<file path="config.mk">
export PLATFORM = sky130hd
export DESIGN_NAME = pipeline_hazard_ctrl
export DESIGN_NICKNAME = d
export VERILOG_FILES = /design/src/rtl/pipeline_hazard_ctrl_pkg.sv /design/src/rtl/pipeline_hazard_ctrl_fwd_sel.sv /design/src/rtl/pipeline_hazard_ctrl.sv
export SDC_FILE = /design/constraint.sdc
export NUM_CORES = 1
export LEC_CHECK = 0
export BUFFER_PORTS_ARGS = -buffer_cell sky130_fd_sc_hd__buf_2
export CORE_MARGIN = 3
export CORE_UTILIZATION = 50
export DETAILED_ROUTE_END_ITERATION = 10
export PLACE_DENSITY = 0.8
export SLEW_MARGIN = 30
export SYNTH_ARGS = -nofsm -noshare
export SYNTH_HDL_FRONTEND = slang
export SYNTH_SLANG_ARGS = --single-unit
</file>
<file path="constraint.sdc">
create_clock -name clk -period 5 [get_ports clk]
set_input_delay 0.5 -clock clk [delete_from_list [all_inputs] [get_ports clk]]
set_output_delay 0.5 -clock clk [all_outputs]
set_load 0.01 [all_outputs]
</file>
<file path="src/rtl/pipeline_hazard_ctrl_pkg.sv">
// Shared encodings for the pipeline hazard controller: exception FSM states,
// forwarding-mux selects and PC redirect selects.
package pipeline_hazard_ctrl_pkg;

  localparam int DEF_REG_ADDR_W = 5;

  typedef enum logic [1:0] {
    RUN    = 2'd0,
    DRAIN  = 2'd1,
    VECTOR = 2'd2
  } exc_state_e;

  localparam logic [1:0] FWD_RF  = 2'd0;
  localparam logic [1:0] FWD_MEM = 2'd1;
  localparam logic [1:0] FWD_WB  = 2'd2;

  localparam logic [1:0] REDIR_JUMP   = 2'd0;
  localparam logic [1:0] REDIR_BRANCH = 2'd1;
  localparam logic [1:0] REDIR_VECTOR = 2'd2;

endpackage

</file>
<file path="src/rtl/pipeline_hazard_ctrl_fwd_sel.sv">
// Forwarding select for one ALU operand: MEM result beats WB result; r0 never forwards.
module fwd_sel_unit
  import pipeline_hazard_ctrl_pkg::*;
#(
  parameter int ADDR_W = DEF_REG_ADDR_W
) (
  input  logic [ADDR_W-1:0] ex_src,
  input  logic [ADDR_W-1:0] mem_rd,
  input  logic              mem_regwr,
  input  logic [ADDR_W-1:0] wb_rd,
  input  logic              wb_regwr,
  output logic [1:0]        sel
);

  // priority compare against the two younger writers
  always_comb begin
    sel = FWD_RF;
    if (mem_regwr && (mem_rd != '0) && (mem_rd == ex_src)) begin
      sel = FWD_MEM;
    end else if (wb_regwr && (wb_rd != '0) && (wb_rd == ex_src)) begin
      sel = FWD_WB;
    end else begin
      sel = FWD_RF;
    end
  end

endmodule

</file>
<file path="src/rtl/pipeline_hazard_ctrl.sv">
// 5-stage pipeline hazard controller: forwarding, load-use stall, jump/branch flush,
// exception drain/vector FSM and saturating stall/flush counters.
module pipeline_hazard_ctrl
  import pipeline_hazard_ctrl_pkg::*;
#(
  parameter int REG_ADDR_W   = DEF_REG_ADDR_W,
  parameter int DRAIN_CYCLES = 2,
  parameter int PERF_CNT_W   = 16
) (
  input  logic                  clk,
  input  logic                  rst_n,
  input  logic [REG_ADDR_W-1:0] id_rs,
  input  logic [REG_ADDR_W-1:0] id_rt,
  input  logic                  id_uses_rs,
  input  logic                  id_uses_rt,
  input  logic                  id_jump,
  input  logic                  id_exception,
  input  logic [REG_ADDR_W-1:0] ex_rs,
  input  logic [REG_ADDR_W-1:0] ex_rt,
  input  logic [REG_ADDR_W-1:0] ex_rd,
  input  logic                  ex_regwr,
  input  logic                  ex_memtoreg,
  input  logic                  ex_branch_taken,
  input  logic [REG_ADDR_W-1:0] mem_rd,
  input  logic                  mem_regwr,
  input  logic [REG_ADDR_W-1:0] wb_rd,
  input  logic                  wb_regwr,
  input  logic                  perf_clr,
  output logic                  pc_wr_en,
  output logic                  ifid_wr_en,
  output logic                  ifid_flush,
  output logic                  idex_flush,
  output logic                  pc_redirect,
  output logic [1:0]            pc_redirect_sel,
  output logic [1:0]            fwd_a_sel,
  output logic [1:0]            fwd_b_sel,
  output logic                  epc_wr_en,
  output logic                  exc_busy,
  output logic [PERF_CNT_W-1:0] stall_cnt,
  output logic [PERF_CNT_W-1:0] flush_cnt
);

  localparam int CNT_W = (DRAIN_CYCLES < 2) ? 1 : $clog2(DRAIN_CYCLES + 1);
  localparam logic [CNT_W-1:0] DRAIN_LOAD =
    (DRAIN_CYCLES > 0) ? CNT_W'(DRAIN_CYCLES - 1) : '0;

  exc_state_e       state_r;
  exc_state_e       state_nxt_s;
  logic [CNT_W-1:0] drain_cnt_r;
  logic [CNT_W-1:0] drain_cnt_nxt_s;
  logic             load_use_s;
  logic             stall_s;
  logic [1:0]       fwd_a_s;
  logic [1:0]       fwd_b_s;

  fwd_sel_unit #(.ADDR_W(REG_ADDR_W)) u_fwd_a (
    .ex_src(ex_rs), .mem_rd(mem_rd), .mem_regwr(mem_regwr),
    .wb_rd(wb_rd), .wb_regwr(wb_regwr), .sel(fwd_a_s)
  );

  fwd_sel_unit #(.ADDR_W(REG_ADDR_W)) u_fwd_b (
    .ex_src(ex_rt), .mem_rd(mem_rd), .mem_regwr(mem_regwr),
    .wb_rd(wb_rd), .wb_regwr(wb_regwr), .sel(fwd_b_s)
  );

  // Outputs are forced low combinationally so an asserted reset silences them at once.
  assign fwd_a_sel = rst_n ? fwd_a_s : FWD_RF;
  assign fwd_b_sel = rst_n ? fwd_b_s : FWD_RF;
  assign exc_busy  = rst_n && (state_r != RUN);

  assign load_use_s = ex_regwr && ex_memtoreg && (ex_rd != '0) &&
                      ((id_uses_rs && (ex_rd == id_rs)) || (id_uses_rt && (ex_rd == id_rt)));

  // exception FSM state and drain counter registers
  always_ff @(posedge clk or negedge rst_n) begin
    if (!rst_n) begin
      state_r     <= RUN;
      drain_cnt_r <= '0;
    end else begin
      state_r     <= state_nxt_s;
      drain_cnt_r <= drain_cnt_nxt_s;
    end
  end

  // next-state: only RUN accepts an exception, and a taken branch squashes it
  always_comb begin
    state_nxt_s     = state_r;
    drain_cnt_nxt_s = drain_cnt_r;
    case (state_r)
      RUN: begin
        if (!ex_branch_taken && id_exception) begin
          if (DRAIN_CYCLES == 0) begin
            state_nxt_s = VECTOR;
          end else begin
            state_nxt_s     = DRAIN;
            drain_cnt_nxt_s = DRAIN_LOAD;
          end
        end else begin
          state_nxt_s = RUN;
        end
      end
      DRAIN: begin
        if (drain_cnt_r == '0) begin
          state_nxt_s = VECTOR;
        end else begin
          drain_cnt_nxt_s = drain_cnt_r - CNT_W'(1);
        end
      end
      VECTOR:  state_nxt_s = RUN;
      default: state_nxt_s = RUN;
    endcase
  end

  // pipeline control outputs by state and RUN priority
  always_comb begin
    pc_wr_en        = 1'b0;
    ifid_wr_en      = 1'b0;
    ifid_flush      = 1'b0;
    idex_flush      = 1'b0;
    pc_redirect     = 1'b0;
    pc_redirect_sel = REDIR_JUMP;
    epc_wr_en       = 1'b0;
    stall_s         = 1'b0;
    if (rst_n) begin
      case (state_r)
        RUN: begin
          pc_wr_en   = 1'b1;
          ifid_wr_en = 1'b1;
          if (ex_branch_taken) begin
            ifid_flush      = 1'b1;
            idex_flush      = 1'b1;
            pc_redirect     = 1'b1;
            pc_redirect_sel = REDIR_BRANCH;
          end else if (id_exception) begin
            epc_wr_en  = 1'b1;
            pc_wr_en   = 1'b0;
            ifid_flush = 1'b1;
            idex_flush = 1'b1;
          end else if (load_use_s) begin
            pc_wr_en   = 1'b0;
            ifid_wr_en = 1'b0;
            idex_flush = 1'b1;
            stall_s    = 1'b1;
          end else if (id_jump) begin
            ifid_flush      = 1'b1;
            pc_redirect     = 1'b1;
            pc_redirect_sel = REDIR_JUMP;
          end else begin
            stall_s = 1'b0;
          end
        end
        DRAIN: begin
          ifid_flush = 1'b1;
          idex_flush = 1'b1;
        end
        VECTOR: begin
          pc_wr_en        = 1'b1;
          ifid_flush      = 1'b1;
          pc_redirect     = 1'b1;
          pc_redirect_sel = REDIR_VECTOR;
        end
        default: pc_wr_en = 1'b0;
      endcase
    end else begin
      pc_wr_en = 1'b0;
    end
  end

  // saturating perf counters; clear dominates a same-cycle increment
  always_ff @(posedge clk or negedge rst_n) begin
    if (!rst_n) begin
      stall_cnt <= '0;
      flush_cnt <= '0;
    end else if (perf_clr) begin
      stall_cnt <= '0;
      flush_cnt <= '0;
    end else begin
      if (stall_s && (stall_cnt != '1)) begin
        stall_cnt <= stall_cnt + PERF_CNT_W'(1);
      end
      if (ifid_flush && (flush_cnt != '1)) begin
        flush_cnt <= flush_cnt + PERF_CNT_W'(1);
      end
    end
  end

endmodule

</file>
After elaboration in Yosys (flattened, before gate mapping) --
Index checks and enable logic that the tools add are counted.
Word-level totals: bits in registers 36, input bits 47, output and inout port bits 45, logic and storage cells 99
Cells by class: add/subtract/negate cells 3, eq/ne operators 13, muxes and demuxes 51, reduce and logical (&&, ||, !) cells 28
Operators by type and width (count):
- $mux 16 | 4
- $add 16x1->16 const B | 2
- $ne 16x16->1 const B | 2
- $eq 5x5->1 | 6
- $mux 1 | 30
- $mux 2 | 10
- $logic_and 1x1->1 | 15
- $reduce_bool 5->1 | 3
- $pmux 2 s2 | 3
- $pmux 1 s2 | 4
- $reduce_bool 2->1 | 4
- $ne 2x2->1 const B | 3
- $logic_not 2->1 | 2
- $reduce_and 3->1 | 1
- $eq 2x1->1 const B | 1
- $eq 2x2->1 const B | 1
- $reduce_or 2->1 | 1
- $sub 2x1->2 const B | 1
- $logic_not 1->1 | 1
- $logic_or 1x1->1 | 1

Longest topological paths before layout --
Gate-level depths: netlist (run 1).
word-level depth 12, depth in mapped cells 9, depth with buffers taken out 8

By module --
A second synthesis (run 1) with hierarchy kept.
Unflattened totals: cells, all modules 311, area total of the unflattened synthesis 2646.3 µm²
Modules (own cells, without submodules):
- pipeline_hazard_ctrl | times used 1, cells each 271, area an instance 2343.5 µm², seq. area each 900.9 µm²
- fwd_sel_unit | times used 2, cells each 20, area an instance 151.4 µm², seq. area each 0.0 µm²

Least setup slack after synthesis (run 1) --
OpenSTA, ideal clock, no wires.
path type input -> output, start point in ex_rd[1], end point out pc_wr_en, arrival 1.763 ns, data required time 4.500 ns, slack 2.737 ns, stages on the path 5, buffers on the path 0, cells stage by stage or4_4 o211ai_1 nor2_1 or2_2 a21oi_1
Between the ends: cells in the longest elaborated chain, start to end 9, elaborated cells between the ends (all ways) 13, those cells by class eq/ne (2); mux (5); reduce/logical (6)
Ends and longest elaborated chain:
- from (decl) | line pipeline_hazard_ctrl.sv:20 | input logic [REG_ADDR_W-1:0] ex_rd,
- $eq 5x5->1 | line pipeline_hazard_ctrl.sv:72 | ((id_uses_rs && (ex_rd == id_rs)) || (id_uses_rt && (ex_rd == id_rt)));
- $logic_and 1x1->1 | line pipeline_hazard_ctrl.sv:72
- $logic_or 1x1->1 | line pipeline_hazard_ctrl.sv:72
- $logic_and 1x1->1 * | line pipeline_hazard_ctrl.sv:71 | assign load_use_s = ex_regwr && ex_memtoreg && (ex_rd != '0) &&
- $mux 1 * | line pipeline_hazard_ctrl.sv:139 | end else if (load_use_s) begin
- $mux 1 * | line pipeline_hazard_ctrl.sv:134 | end else if (id_exception) begin
- $mux 1 * | line pipeline_hazard_ctrl.sv:129 | if (ex_branch_taken) begin
- $pmux 1 s2 * | line pipeline_hazard_ctrl.sv:125 | case (state_r)
- $mux 1 * | line pipeline_hazard_ctrl.sv:124 | if (rst_n) begin
- to (decl) | line pipeline_hazard_ctrl.sv:29 | output logic pc_wr_en,
Every way passes the cells marked *; elsewhere a longest branch is shown, timed or not.

Worst setup path after layout (run 1) --
start point reg state_r[0], end point out ifid_flush
Between the ends: cells in the longest elaborated chain, start to end 4, elaborated cells between the ends (all ways) 6, those cells by class eq/ne (2); mux (2); reduce/logical (2)
Ends and longest elaborated chain:
- from (decl) | line pipeline_hazard_ctrl.sv:47 | exc_state_e state_r;
- from (signal assigned) | line pipeline_hazard_ctrl.sv:80 | state_r <= state_nxt_s;
- $eq 2x2->1 / $eq 2x1->1 (equally long branches) | line pipeline_hazard_ctrl.sv:125
- $reduce_or 2->1 (no line)
- $pmux 1 s2 * | line pipeline_hazard_ctrl.sv:125
- $mux 1 * | line pipeline_hazard_ctrl.sv:124
- to (decl) | line pipeline_hazard_ctrl.sv:31 | output logic ifid_flush,
Marks and branches as above.

==> impl_metrics.yaml, run 1 <==
logic_synthesis:
  async_flop_share_pct: 100
  synth_seq_cells: 36
  synth_area_um2: 2660
  yosysTopAreaCell: "dfrtp_1"
  synthFlopType: "dfrtp_1"
  synth_most_common_cell: "dfrtp_1"
  synth_seq_area_share_pct: 33.8
  synth_common_cells: "dfrtp_1 (36), nor2_1 (27), nand2_1 (22), a21oi_1 (19), xor2_1 (19)"
  synth_fp_nets: 359
  synth.distinct_cells: 49
  synth_edf_count: 0
  yosys_warnings: 0
  synth_cells: 304
  syn_avg_cell_area_um2: 8.76
  synth.area.top_cells: "dfrtp_1 (34%), xor2_1 (6.3%), xnor2_1 (5.3%), nor2_1 (3.8%), ha_1 (3.8%)"
  synth.top_cell.area_share_pct: 33.8
power:
  peakVddDrop_mv: 0.160
  power_w: 0.000780
  leakagePower_nw: 1.52
  powerDensity_nw_per_um2: 238
routing:
  wire_per_inst_um: 14.2
  via_per_inst: 5.80
  dr_total_vias: 2678
  dr.pass1.iters: 4
  drt_iter0_markers: 158
  routed_wl_mm: 6.58
  ant_nets: 0
  drc: 0
timing:
  maxSlewHeadroom_pct: 44.6
  hold_violations: 0
  fin_skew_ns: 0.00517
  fmaxAchievable_mhz: 379
  min_period_over_period_pct: 52.7
  rsz0062_at_grt: "false"
  setup_viol: 0
  setup_tns_ns: 0
  tightest_slew_ns: 0.826
  fin_crit_ns: 2.64
  drv_slew: 0
  hold_ws_ns: 0.141
place:
  placed_area_um2: 3170
  hpwl_mm: 4.99
  place_congestion: 0.793
  port_buffers: 91
setup_path:
  cp_cell_sequence: "inv_1 > ha_1 > o31a_1 > o21a_1 > o31ai_4 > inv_1 > buf_2"
  cp_slowest_cell: "dfrtp_1"
  critPathMostFrequentCell: "inv_1"
  crit_buf_inv: 3
  max_stage_delay_ns: 0.42
  critical_path_arrival_ns: 2.14
  crit_cells: 7
  cp_top_family: "compound AO/OA/AOI/OAI gates"
  worst_setup_path_end_kind: "output port"
  rr_worst_depth: 7
  path_class: "flop to output port"
  path_max_fanout: 11
  worstPathRequired_ns: 4.50
  cp-start-kind: "flop"
clock_network:
  clock_latency_ns: 0.28
  cts-root-buf: "clkbuf_8"
  clk_pin_slew_worst_paths_ns: 0.08
  cts_resized: 0
  h-tree-depth: 2
  cts_tree: "done"
  cts_hold_buf: 0
  numCtsBuffers: 5
  max-clock-path-buffers: 2
  cts.sinks: 36
  post_cts_buffers: 0
floorplanning:
  die_w_um: 79.0
  start_util_pct: 53.9
  die_area_um2: 6240
  rows: 25
  io_pins: 92
  die_h_um: 79.0
  coreArea_um2: 4940
global_routing:
  antenna_found_initial: 0
  grt.overflow.total: 0
  grt_max_degree: 40
  grt.total_usage_pct: 21.7
  grt_pass1_wl_mm: 11.2
  grt_pass1_vias: 2519
worst_hold_path:
  min_path_type: "primary input to async pin"
cells_and_area:
  drive_above_1_share_pct: 29.4
  final-seq-area_um2: 901
  fill_cells: 452
  design_area_um2: 3280
  n_antenna_cell: 0
  syn2layout_area_growth_pct: 23.2
  layout.nets: 449
  multi_input_area_um2: 1690
flow_run:
  maxCapViolCount: 0
status:
  status: "completed"
## power by group
group	internal (W)	leakage [nW]	switching (W)
registers	0.000303	0.497	0.0000116
logic	0.0000894	0.964	0.000122
clock network	0.000148	0.0552	0.000106
total	0.000540	1.52	0.000240
## layout by cell type (no fill, tap or decap), types with 10 or more instances in the layout
master	n
or4_1	10
xor2_1	19
nor2b_1	11
nand3_1	11
buf_2	91
a21oi_1	19
o21ai_0	11
nand4_1	13
dfrtp_1	36
nor2_1	27
nand2_1	22
xnor2_1	16
## stage by stage
step                util (%)  worst slack [ns]  instances
finish                  66.4              2.36        462
global route            66.4              2.22        462
CTS                     66.4              2.36        462
detailed placement      64.2              2.46        454
global placement        64.2              2.52        454
floorplan                  -              2.74        304
## worst paths after layout
check	startpoint	end	slack (ns)
worst max-delay path	state_r[0]	ifid_flush	2.36
worst max register to register	state_r[0]	stall_cnt[11]	2.43
worst min register to register	drain_cnt_r[0]	drain_cnt_r[0]	0.57
worst min-delay path	rst_n	state_r[0]	0.14
min in group clk	drain_cnt_r[0]	drain_cnt_r[0]	0.57
max in group asynchronous	rst_n	flush_cnt[10]	4.18
## sequential cells by signal, summed over array words and instances, names as in the netlist
register and flops:
stall_cnt 16, flush_cnt 16, state_r 2, drain_cnt_r 2
## routing by layer
metal	up-vias	wire length, um	GRT usage, %
met4	0	17	4.47
met5	-	0	0
li1	1306	-	-
met3	2	468	3.74
met2	98	3290	37.8
met1	1272	2810	28.4
## area by class of cell
class	count	share of cell area, %
clock buffers	6	2.21
clock inverters	2	1.07
inverters	8	0.916
multi-input cells	251	51.7
flip-flops and latches	36	27.5
well taps	67	2.56
repair buffers	92	14.1
## kinds of logic after synthesis
logic type | Yosys count | synth area share, %
muxes | 9 | 3.76
adders and majority gates | 8 | 3.76
DFF | 36 | 33.8
buffers and inverters | 17 | 2.54
xor gates and xnor gates | 35 | 11.5
AOI/OAI and AO/OA | 61 | 15.8
and+or+nand+nor | 138 | 28.8
## worst reg2reg max path: cells and delay by family, from the launching register on
family | cells | cell delay, ns
and+or+nand+nor | 3 | 1.07
DFF | 1 | 0.42
buffers and inverters | 1 | 0.12
adders and majority gates | 1 | 0.36
AOI/OAI and AO/OA | 2 | 0.52
(Power assumes the default switching activity.)
==> run 2, diff against run 1 <==
--- a/config.mk
+++ b/config.mk
@@ -7,9 +7,9 @@
 export LEC_CHECK = 0
 export BUFFER_PORTS_ARGS = -buffer_cell sky130_fd_sc_hd__buf_2
 export CORE_MARGIN = 3
-export CORE_UTILIZATION = 50
+export CORE_UTILIZATION = 46
 export DETAILED_ROUTE_END_ITERATION = 10
-export PLACE_DENSITY = 0.8
+export PLACE_DENSITY = 0.77
 export SLEW_MARGIN = 30
 export SYNTH_ARGS = -nofsm -noshare
 export SYNTH_HDL_FRONTEND = slang
==> constraint.sdc (replaced) <==
create_clock -name clk -period 2.4 [get_ports clk]
set_input_delay 0.24 -clock clk [delete_from_list [all_inputs] [get_ports clk]]
set_output_delay 0.24 -clock clk [all_outputs]
set_load 0.01 [all_outputs]
==> run 2 against run 1 <==
  * Clock power rose by 82%
  * First-iteration DRC count shrank 25%
  * Register-to-register slack got worse by 2.3 ns
  * Die area increased by 8.0%
  * Setup slack got worse by 2.2 ns
  * Sequential share of layout area shrank 0.31 points
  * Clock skew is 0.012 ns higher
  * Critical endpoint is now stall_cnt[6]
  * Largest power group unchanged
  * Highest routed layer unchanged
==> impl_metrics.yaml, run 2 (synthesis results as in run 1) <==
power:
  peakVddDrop_mv: 0.268
  power_w: 0.00157
  leakagePower_nw: 1.53
  powerDensity_nw_per_um2: 473
setup_path:
  max_stage_delay_ns: 0.45
  cp_top_family: "simple AND/OR/NAND/NOR gates"
  worst_setup_path_end_kind: "flop"
  reg2reg_from: "stall_cnt[0]"
  cp_slowest_cell: "or4_1"
  path_max_fanout: 6
  critPathMostFrequentCell: "nand2_1"
  cp_cell_sequence: "ha_1 > nand2_1 > nor3_1 > a211oi_2 > nand2_1 > or4_1 > a21oi_1"
  cp-start-kind: "flop"
  worstPathRequired_ns: 2.61
  critical_path_arrival_ns: 2.47
  path_class: "flop to flop"
  startpoint: "stall_cnt[0]"
  crit_buf_inv: 0
global_routing:
  antenna_found_initial: 0
  grt_max_degree: 40
  grt.overflow.total: 0
  grt.total_usage_pct: 21.4
  grt_pass1_vias: 2529
  grt_pass1_wl_mm: 11.3
routing:
  wirelength_met1_mm: 2.86
  highest_layer: "met4"
  dr_total_vias: 2687
  wl_met3_um: 503
  routed_wl_mm: 6.73
  dr.pass1.iters: 4
  wire_per_inst_um: 14.2
  via_per_inst: 5.69
  ant_nets: 0
  drt_iter0_markers: 118
  route.met2.wl_mm: 3.26
  drc: 0
cells_and_area:
  drive_above_1_share_pct: 30.3
  reg.largest.list: "flush_cnt x16, stall_cnt x16"
  final_util_pct: 59.9
  layout.nets: 454
  syn2layout_area_growth_pct: 24.6
  final_cell_mix: "buf_2 (91), dfrtp_1 (36), nor2_1 (27)"
  fill_cells: 517
  mostFrequentLayoutCell: "buf_2"
  n_antenna_cell: 0
place:
  port_buffers: 91
  place_congestion: 0.836
  hpwl_mm: 5.26
floorplanning:
  coreArea_um2: 5540
  start_util_pct: 48.1
  die_area_um2: 6740
  die_h_um: 82.1
  io_pins: 92
  die_w_um: 82.1
  rows: 27
clock_network:
  numCtsBuffers: 5
  clk_pin_slew_worst_paths_ns: 0.07
  cts-root-buf: "clkbuf_8"
  post_cts_buffers: 0
  clock_latency_ns: 0.30
  h-tree-depth: 2
  max-clock-path-buffers: 2
  cts_tree: "done"
  cts.sinks: 36
timing:
  fin_crit_ns: 2.26
  hold_violations: 0
  setup_viol: 0
  drv_slew: 0
  min_period_over_period_pct: 94.2
  tightest_slew_ns: 0.873
  fin_skew_ns: 0.0167
  setup_tns_ns: 0
  rsz0062_at_grt: "true"
  fmaxAchievable_mhz: 442
  maxSlewHeadroom_pct: 41.5
  hold_ws_ns: 0.00129
status:
  status: "completed"
flow_run:
  maxCapViolCount: 0
worst_hold_path:
  min_path_type: "primary input to async pin"
## run 2: area by class of cell
class | instances | area (um^2) | share of cell area (%)
Sequential cell | 36 | 901 | 27.2
Tap cell | 72 | 90.1 | 2.72
Clock buffer | 7 | 86.3 | 2.60
Clock inverter | 1 | 7.51 | 0.226
Inverter | 8 | 30.0 | 0.905
Timing Repair Buffer | 97 | 503 | 15.2
Multi-Input combinational cell | 251 | 1700 | 51.2
## run 2: metal layers
layer  vias to the layer above  global-route usage [%]
met2                       114                    37.0
li1                       1316                       -
met1                      1248                    26.7
met5                         -                       0
met4                         0                    6.48
met3                         9                    4.17
## run 2: metrics by stage
| step | instances | setup slack (ns) | cell area [um^2] |
|---|---|---|---|
| global placement | 463 | 0.150 | 3210 |
| CTS | 472 | 0.102 | 3310 |
| finish | 472 | 0.139 | 3320 |
| floorplan | 304 | 0.376 | 2660 |
| global route | 472 | -0.000333 | 3320 |
| detailed placement | 463 | 0.108 | 3210 |
## run 2: what timing repair did
item	4_1_cts	5_1_grt
hold buffers	1	0
endpoints found under the hold margin	9	0
resized for setup	0	1
endpoints found under the setup margin	0	6
## run 2: final timing paths
path	cells past startpoint	slack (ns)	endpoint
worst min-delay path	2	0.001	stall_cnt[2]
worst max register to register	7	0.14	stall_cnt[6]
max in group asynchronous	2	1.55	flush_cnt[13]
worst max-delay path	7	0.14	stall_cnt[6]
min in group clk	2	0.49	stall_cnt[4]
worst min register to register	2	0.57	stall_cnt[9]
## run 2: power by group
group | leakage [nW] | internal (W) | switching (W)
clock network | 0.0445 | 0.000233 | 0.000228
registers | 0.497 | 0.000631 | 0.0000236
logic | 0.989 | 0.000194 | 0.000257
total | 1.53 | 0.00106 | 0.000509
==> run 3, diff against run 2 <==
--- a/config.mk
+++ b/config.mk
@@ -7,9 +7,9 @@
 export LEC_CHECK = 0
 export BUFFER_PORTS_ARGS = -buffer_cell sky130_fd_sc_hd__buf_2
 export CORE_MARGIN = 3
-export CORE_UTILIZATION = 46
+export CORE_UTILIZATION = 50
 export DETAILED_ROUTE_END_ITERATION = 10
-export PLACE_DENSITY = 0.77
+export PLACE_DENSITY = 0.8
 export SLEW_MARGIN = 30
 export SYNTH_ARGS = -nofsm -noshare
 export SYNTH_HDL_FRONTEND = slang
==> constraint.sdc (replaced) <==
create_clock -name clk -period 2.3 [get_ports clk]
set_input_delay 0.23 -clock clk [delete_from_list [all_inputs] [get_ports clk]]
set_output_delay 0.23 -clock clk [all_outputs]
set_load 0.01 [all_outputs]
==> run 3 against run 2 <==
  * Setup slack lost 0.038 ns
  * Routed wire length grew 1.4%
  * Clock power shrank 1%
  * Largest power group unchanged
  * Highest routed layer unchanged
  * Design area grew 1.7%
  * Critical path depth shrank 2
  * First-iteration DRC count grew 71%
  * Die area shrank 7.4%
  * Largest cell class unchanged
  * Sequential cell count is the same
==> impl_metrics.yaml, run 3 (synthesis results as in run 1) <==
worst_hold_path:
  min_to: "stall_cnt[3]"
  min_path_type: "primary input to flop"
  hold_depth: 2
  holdCritStartpoint: "perf_clr"
place:
  port_buffers: 91
  placed_area_um2: 3250
  place_ws_ns: 0.107
  place_congestion: 0.905
  hpwl_mm: 5.29
  dpl.cell_count: 464
setup_path:
  rr_worst_depth: 6
  path_class: "flop to output port"
  r2r_slack_ns: 0.13
  worstPathRequired_ns: 2.07
  critical_path_arrival_ns: 1.97
  path_max_fanout: 10
  worst_setup_path_end_kind: "output port"
  reg2reg_from: "state_r[0]"
  cp-start-kind: "flop"
  rr_endpoint: "flush_cnt[12]"
timing:
  maxSlewHeadroom_pct: 53.3
  setup_viol: 0
  fin_crit_ns: 2.20
  hold_violations: 0
  setup_tns_ns: 0
  hold_ws_ns: 0.461
  drv_slew: 0
  rsz0062_at_grt: "false"
  worst_slack_ns: 0.101
  fmaxAchievable_mhz: 455
  min_period_over_period_pct: 95.6
  tightest_slew_ns: 0.693
  fin_skew_ns: 0.00868
cells_and_area:
  mostFrequentLayoutCell: "buf_2"
  final_cells: 474
  final_cell_mix: "buf_2 (91), dfrtp_1 (36), nor2_1 (27)"
  reg.largest.list: "flush_cnt x16, stall_cnt x16"
  drive_above_1_share_pct: 31.9
  design_area_um2: 3370
  n_antenna_cell: 0
  layout.nets: 461
  syn2layout_area_growth_pct: 26.7
  fill_cells: 434
clock_network:
  post_cts_buffers: 0
  cts_tree: "done"
  h-tree-depth: 2
  numCtsBuffers: 5
  clk_pin_slew_worst_paths_ns: 0.08
  cts.sinks: 36
  clock_latency_ns: 0.30
  max-clock-path-buffers: 2
  cts-root-buf: "clkbuf_8"
routing:
  dr_total_vias: 2694
  wire_per_inst_um: 14.4
  via_per_inst: 5.68
  dr.pass1.iters: 4
  drt_iter0_markers: 202
  drc: 0
  routed_wl_mm: 6.82
  ant_nets: 0
global_routing:
  grt_pass1_wl_mm: 11.6
  antenna_found_initial: 0
  grt_pass1_vias: 2530
  grt.total_usage_pct: 22.8
  grt.overflow.total: 0
  grt_max_degree: 40
floorplanning:
  die_w_um: 79.0
  coreArea_um2: 4940
  die_area_um2: 6240
  io_pins: 92
  rows: 25
  start_util_pct: 53.9
  die_h_um: 79.0
power:
  peakVddDrop_mv: 0.340
  leakagePower_nw: 1.57
  powerDensity_nw_per_um2: 481
status:
  status: "completed"
flow_run:
  maxCapViolCount: 0
==> run 3: cell count changes in the layout (fill, tap and decap cells not counted), sizes merged <==
cell / change
clkinv: +3
buf: +6
dlygate4sd3: +1
clkbuf: -2
clkinvlp: -1
==> run 3: what timing repair did <==
action                                  4_1_cts  5_1_grt
hold endpoints to repair                      7        0
resized for setup                             0        4
hold buffers                                  2        0
endpoints found under the setup margin        0       11
==> run 3: through the flow <==
step                power, W  util, %
finish               0.00162     68.3
global route         0.00172     68.3
CTS                  0.00163     67.9
detailed placement   0.00117     65.7
global placement     0.00116     65.7
floorplan           0.000991        -
==> run 3: worst max path at each step <==
| stage | from | to | slack [ns] | cells after the start |
|---|---|---|---|---|
| finish | state_r[0] | ifid_flush | 0.10 | 5 |
| global route | state_r[0] | stall_cnt[14] | 0.002 | 8 |
| CTS | rst_n | fwd_b_sel[1] | 0.08 | 6 |
| detailed placement | state_r[0] | flush_cnt[12] | 0.11 | 6 |
| global placement | ex_rd[1] | flush_cnt[15] | 0.15 | 6 |
| floorplan | stall_cnt[0] | stall_cnt[15] | 0.28 | 8 |
==> run 3: layout make-up <==
cell class | instances | area [um^2] | area share, %
clock buffers | 5 | 68.8 | 2.04
clock inverters | 3 | 18.8 | 0.556
inverters | 8 | 30.0 | 0.890
multi-input cells | 251 | 1710 | 50.8
flip-flops and latches | 36 | 901 | 26.7
well taps | 67 | 83.8 | 2.49
repair buffers | 104 | 558 | 16.5
==> run 3: metal layers <==
layer | vias to the layer above | global-route usage, % | part of all wire (%)
li1 | 1329 | - | -
met1 | 1248 | 29.5 | 43
met2 | 111 | 39.3 | 49
met3 | 6 | 3.97 | 7.6
met4 | 0 | 5.84 | 0.72
met5 | - | 0 | 0
==> run 3: critical path, cell delays in order, from the launching register on <==
cell and delay, ns:
dfrtp_1 0.41, inv_1 0.10, ha_1 0.41, o31ai_4 0.48, inv_1 0.11, buf_2 0.16
==> run 3: power by group <==
group,internal [W],switching (W)
Sequential,0.000658,0.0000214
Combinational,0.000210,0.000278
Clock,0.000211,0.000245
